[config.mk]
export PLATFORM = sky130hd
export DESIGN_NAME = fault_capture_regs_4mb
export DESIGN_NICKNAME = d
export VERILOG_FILES = /design/src/rtl/fault_capture_regs_4mb.sv
export SDC_FILE = /design/constraint.sdc
export NUM_CORES = 1
export LEC_CHECK = 0
export CORE_MARGIN = 4
export CORE_UTILIZATION = 49
export DETAILED_ROUTE_END_ITERATION = 10
export PLACE_DENSITY = 0.77
export SLEW_MARGIN = 10
export SYNTH_ARGS = -nofsm -noshare
export SYNTH_HDL_FRONTEND = slang
export SYNTH_HIERARCHICAL = 1
export SYNTH_SLANG_ARGS = --single-unit
[constraint.sdc]
create_clock -name clk_100m -period 2.26 [get_ports clk_100m]
set_clock_uncertainty 0.2 [all_clocks]
set_input_delay 0.452 -clock clk_100m [delete_from_list [all_inputs] [get_ports clk_100m]]
set_output_delay 0.452 -clock clk_100m [all_outputs]
set_load 0.005 [all_outputs]
[src/rtl/fault_capture_regs_4mb.sv]
// N-channel fault capture bank: synchroniser, debounce, live/sticky status, masked interrupt.
// Optional event counter at BASE+4 is built only when FLT_EVT_CNT_EN is defined.

module fault_capture_regs_4mb_ch #(
  parameter int unsigned SYNC_STAGES = 2,
  parameter int unsigned DEB_W       = 8
) (
  input  logic             clk_i,
  input  logic             rst_n_i,
  input  logic             flt_i,
  input  logic [DEB_W-1:0] thr_i,
  output logic             live_o,
  output logic             rise_o
);
  logic [SYNC_STAGES-1:0] sync_q;
  logic [DEB_W-1:0]       cnt_q, cnt_d;
  logic                   live_q, live_d, sync_s;

  assign sync_s = sync_q[SYNC_STAGES-1];

  // >= rather than == so a counter stranded above a lowered threshold still resolves
  always_comb begin
    live_d = live_q;
    cnt_d  = '0;
    if (sync_s != live_q) begin
      if (cnt_q >= thr_i) live_d = sync_s;
      else                cnt_d  = cnt_q + DEB_W'(1);
    end
  end

  always_ff @(posedge clk_i or negedge rst_n_i) begin
    if (!rst_n_i) begin
      sync_q <= '0;
      cnt_q  <= '0;
      live_q <= 1'b0;
    end else begin
      sync_q <= {sync_q[SYNC_STAGES-2:0], flt_i};
      cnt_q  <= cnt_d;
      live_q <= live_d;
    end
  end

  assign live_o = live_q;
  assign rise_o = live_d & ~live_q;
endmodule

module fault_capture_regs_4mb #(
  parameter int unsigned N_CH        = 16,
  parameter int unsigned SYNC_STAGES = 2,
  parameter int unsigned DEB_W       = 8,
  parameter int unsigned DEB_RST     = 10,
  parameter logic [31:0] MASK_RST    = 32'h0,
  parameter logic [15:0] ADDR_BASE   = 16'h0040
) (
  input  logic            clk_100m,
  input  logic            rst_n_syn,
  input  logic [N_CH-1:0] flt_in,
  input  logic [31:0]     data_mosi,
  input  logic            data_mosi_rdy,
  input  logic [15:0]     addr,
  output logic [31:0]     live_reg,
  output logic [31:0]     sticky_reg,
  output logic [31:0]     mask_reg,
  output logic [31:0]     deb_thr_reg,
  output logic [31:0]     evt_cnt_reg,
  output logic            flt_irq
);
  logic [N_CH-1:0]  live, rise;
  logic [N_CH-1:0]  sticky_q, sticky_d, mask_q, mask_d;
  logic [DEB_W-1:0] thr_q, thr_d;
  logic             irq_q;
  logic             wr_sticky, wr_mask, wr_thr;
  logic             unused_bits;

  assign unused_bits = ^data_mosi;

  assign wr_sticky = data_mosi_rdy && (addr == ADDR_BASE + 16'd1);
  assign wr_mask   = data_mosi_rdy && (addr == ADDR_BASE + 16'd2);
  assign wr_thr    = data_mosi_rdy && (addr == ADDR_BASE + 16'd3);

  for (genvar i = 0; i < N_CH; i++) begin : g_ch
    fault_capture_regs_4mb_ch #(
      .SYNC_STAGES (SYNC_STAGES),
      .DEB_W       (DEB_W)
    ) u_ch (
      .clk_i   (clk_100m),
      .rst_n_i (rst_n_syn),
      .flt_i   (flt_in[i]),
      .thr_i   (thr_q),
      .live_o  (live[i]),
      .rise_o  (rise[i])
    );
  end

  // set after clear: a rise coinciding with a W1C must not be lost
  always_comb begin
    sticky_d = sticky_q;
    if (wr_sticky) sticky_d = sticky_q & ~data_mosi[N_CH-1:0];
    sticky_d = sticky_d | rise;
    mask_d   = wr_mask ? data_mosi[N_CH-1:0] : mask_q;
    thr_d    = wr_thr  ? data_mosi[DEB_W-1:0] : thr_q;
  end

  always_ff @(posedge clk_100m or negedge rst_n_syn) begin
    if (!rst_n_syn) begin
      sticky_q <= '0;
      mask_q   <= MASK_RST[N_CH-1:0];
      thr_q    <= DEB_W'(DEB_RST);
      irq_q    <= 1'b0;
    end else begin
      sticky_q <= sticky_d;
      mask_q   <= mask_d;
      thr_q    <= thr_d;
      irq_q    <= |(sticky_q & mask_q);
    end
  end

`ifdef FLT_EVT_CNT_EN
  logic [15:0] evt_q, evt_d;
  logic        evt_hit, wr_evt;

  assign wr_evt  = data_mosi_rdy && (addr == ADDR_BASE + 16'd4);
  assign evt_hit = |(rise & mask_q);

  always_comb begin
    evt_d = evt_q;
    if (wr_evt)                          evt_d = {15'd0, evt_hit};
    else if (evt_hit && evt_q != 16'hFFFF) evt_d = evt_q + 16'd1;
  end

  always_ff @(posedge clk_100m or negedge rst_n_syn) begin
    if (!rst_n_syn) evt_q <= '0;
    else            evt_q <= evt_d;
  end

  assign evt_cnt_reg = {16'h0, evt_q};
`else
  assign evt_cnt_reg = 32'h0;
`endif

  always_comb begin
    live_reg                = '0;
    sticky_reg              = '0;
    mask_reg                = '0;
    deb_thr_reg             = '0;
    live_reg[N_CH-1:0]      = live;
    sticky_reg[N_CH-1:0]    = sticky_q;
    mask_reg[N_CH-1:0]      = mask_q;
    deb_thr_reg[DEB_W-1:0]  = thr_q;
  end

  assign flt_irq = irq_q;
endmodule
==> qor.csv <==
stage,metric,value,unit
run_status,status,"finished, violations left",
run_status,violations,negative setup slack,
yosys,synth_area_leaders,"dfrtp_1, ha_1, buf_4",
power,ir_drop,0.514,mV
cts,root_buffer,clkbuf_16,
timing,fin_hold_ws,0.146,ns
cts,htreeDepth,1,
yosys,yosys-mux-area-fraction,0.0378,
placed_design,gp_congestion,0.857,
floorplan,core,26000,µm²
floorplan,die_area,29000,µm²
yosys,yosys.area_share.simple,0.136,
finish,antenna_cells,0,
placed_design,io_buffer_count,107,
placed_design,dp_hpwl,21700,µm
power,leakage,7.38,nW
worst_setup_path,cp.required,2.47,ns
floorplan,die-height,170,µm
yosys,syn_area,12900,µm²
floorplan,die_w,170,µm
detailed_routing,drc,0,
timing,finalWorstSetupSlack,-0.124,ns
yosys,synth_xor_xnor_area_share,0.0760,
timing,final_hold_viol_count,0,
yosys,synthFlopType,dfrtp_1,
finish,fillers,1927,
cts,numCtsBuffers,25,
worst_setup_path,arrival,2.59,ns
yosys,syn_avg_cell_area,10.2,µm²
floorplan,start_util,0.496,
global_route,grt_pass1_vias,9644,
floorplan,ios,228,
finish,final_cell_area,16700,µm²
timing,post-route-min-period,2.38,ns
yosys,synth.top_cell.area_share,0.417,
detailed_routing,vias,9709,
power,power.density,491,nW/µm²
yosys,synth_top_area_cell,dfrtp_1,
cts,clock_sinks,217,
timing,clock.fmax,419,MHz
cts,tritoncts,done,
floorplan,rows,59,
yosys,async_flop_share,1.00,
yosys,yosysWarnings,6,
detailed_routing,drtIter0Drc,520,
yosys,synthAdderAreaFrac,0.140,
worst_setup_path,criticalPathCategory,reg -> reg,
yosys,synth_seq_area_share,0.421,
finish,area.growth.synth_to_final,29.6,%
cts,path_clk_slew,0.06,ns
placed_design,dpl.cell_count,1760,
run,cap_violations,0,
cts,clk_path_buf_depth,3,
timing,fin_crit_sh,1.06,
worst_setup_path,cp-start-kind,flop,
timing,rsz0062_at_grt,true,
yosys,ys_ff_latch,217,
yosys,yosysMostFrequentCell,dfrtp_1,
finish,drive_gt1_frac,0.223,
worst_setup_path,end_kind,flop,
cts,clk_latency,0.53,ns
detailed_routing,vias_per_cell,5.28,
yosys,synth_edf_count,0,
global_route,grt_max_degree,50,
worst_hold_path,min_path_type,reg -> reg,
global_route,grt_use_total,0.214,
timing,setup_violations,116,
yosys,synth_compound_area_frac,0.0784,
yosys,synth_top_family_by_area,adder cells,
global_route,grt_pass1_wl,50200,µm
power,totalPowerFinal,8.22,mW
detailed_routing,wl_per_cell,17.8,µm
detailed_routing,dr.pass1.iters,5,
yosys,ys_types,33,
detailed_routing,totalWireLength,32700,µm
yosys,synthCells,1267,
global_route,antenna_found_initial,0,
finish,stdcell_count,1840,
placed_design,placed_cell_area,14600,µm²
detailed_routing,ant_nets,0,
yosys,synth_common_cells,"dfrtp_1, inv_1, ha_1",
worst_setup_path,critPathMaxFanout,5,
finish,fin_nets,1697,
timing,slew_violations,0,
global_route,grt-ovfl-total,0,
placed_design,dp_slack,-0.641,ns
[layer usage]
metal | vias up | GRT usage | routed length (µm)
met5 | - | 0 | 0
met4 | 0 | 0.0757 | 1100
met1 | 4792 | 0.288 | 13500
li1 | 4513 | - | -
met2 | 329 | 0.345 | 15900
met3 | 75 | 0.0462 | 2220
[layout make-up]
class,count,area [µm²],share of cell area
Clock inverter,8,68.8,0.00412
Multi-Input combinational cell,883,7340,0.439
Tap cell,335,419,0.0251
Sequential cell,217,5440,0.325
Clock buffer,38,714,0.0427
Timing Repair Buffer,199,2120,0.127
Inverter,160,621,0.0371
[placed cells by master (no fill, tap or decap), types with 21 or more instances in the layout]
master	synthesis	routed
a21oi_1	64	38
a21oi_2	0	26
and3_1	34	34
buf_12	1	21
buf_4	105	54
clkbuf_16	0	25
clkdlybuf4s50_1	0	91
conb_1	1	104
dfrtp_1	215	213
ha_1	144	115
ha_4	0	24
inv_1	160	148
mux2_4	10	36
nand3_1	96	96
nor2_1	130	84
nor2_2	0	27
xnor2_1	32	32
xor2_1	80	80
[power breakdown]
group	leakage [nW]	total (mW)	internal, mW	switching, mW
registers	2.83	3.97	3.93	0.0425
clock network	0.390	3.87	2.29	1.59
logic	4.17	0.370	0.171	0.198
total	7.38	8.22	6.39	1.83
[registers in the layout (all words and copies together), names as in the netlist]
signal and cells:
flt_irq 1, g_ch.u_ch/cnt_q 128, g_ch.u_ch/live_o 16, g_ch.u_ch/sync_q 32, mask_q 16, sticky_q 16
thr_q 8
[worst max-delay path, stage by stage, from the launching register on]
cell and delay [ns]:
dfstp_2 0.58, buf_8 0.15, buf_12 0.12, inv_4 0.03
ha_4 0.20, a2111o_1 0.45, a21oi_2 0.20, mux2_2 0.34
[metrics by stage]
step           utilization  TNS [ns]
6_report             0.643     -4.69
5_1_grt              0.643    -12.09
4_1_cts              0.620     -6.97
3_5_place_dp         0.562    -19.94
3_3_place_gp         0.562    -19.13
2_1_floorplan            -     -3.65
[final timing paths]
path / from / to / slack (ns) / cells past startpoint
max: thr_q[1] / g_ch[0].u_ch/live_o / -0.12 / 7
min: g_ch[4].u_ch/sync_q[0] / g_ch[4].u_ch/sync_q[1] / 0.15 / 0
max reg2reg: thr_q[1] / g_ch[0].u_ch/live_o / -0.12 / 7
min reg2reg: g_ch[4].u_ch/sync_q[0] / g_ch[4].u_ch/sync_q[1] / 0.15 / 0
max in group asynchronous: rst_n_syn / thr_q[1] / 1.00 / 3
min in group asynchronous: rst_n_syn / g_ch[5].u_ch/cnt_q[6] / 0.23 / 2
[kinds of logic (layout without fill, tap and decap cells)]
family	count (synthesis)	count (layout)
AOI/OAI and AO/OA	152	152
xor gates and xnor gates	112	112
adders and majority gates	144	144
buffers and inverters	270	405
DFF	217	217
muxes	40	40
other	1	104
and+or+nand+nor	331	331
[timing repair]
| action | in CTS | in global routing |
|---|---|---|
| hold buffers | 1 | 0 |
| pin swaps | 51 | 76 |
| gates cloned | 2 | 0 |
| setup endpoints to repair | 61 | 187 |
| buffers inserted | 24 | 11 |
| endpoints found under the hold margin | 45 | 0 |
| resized for setup | 107 | 143 |
Power figures use the tool's default switching activity.
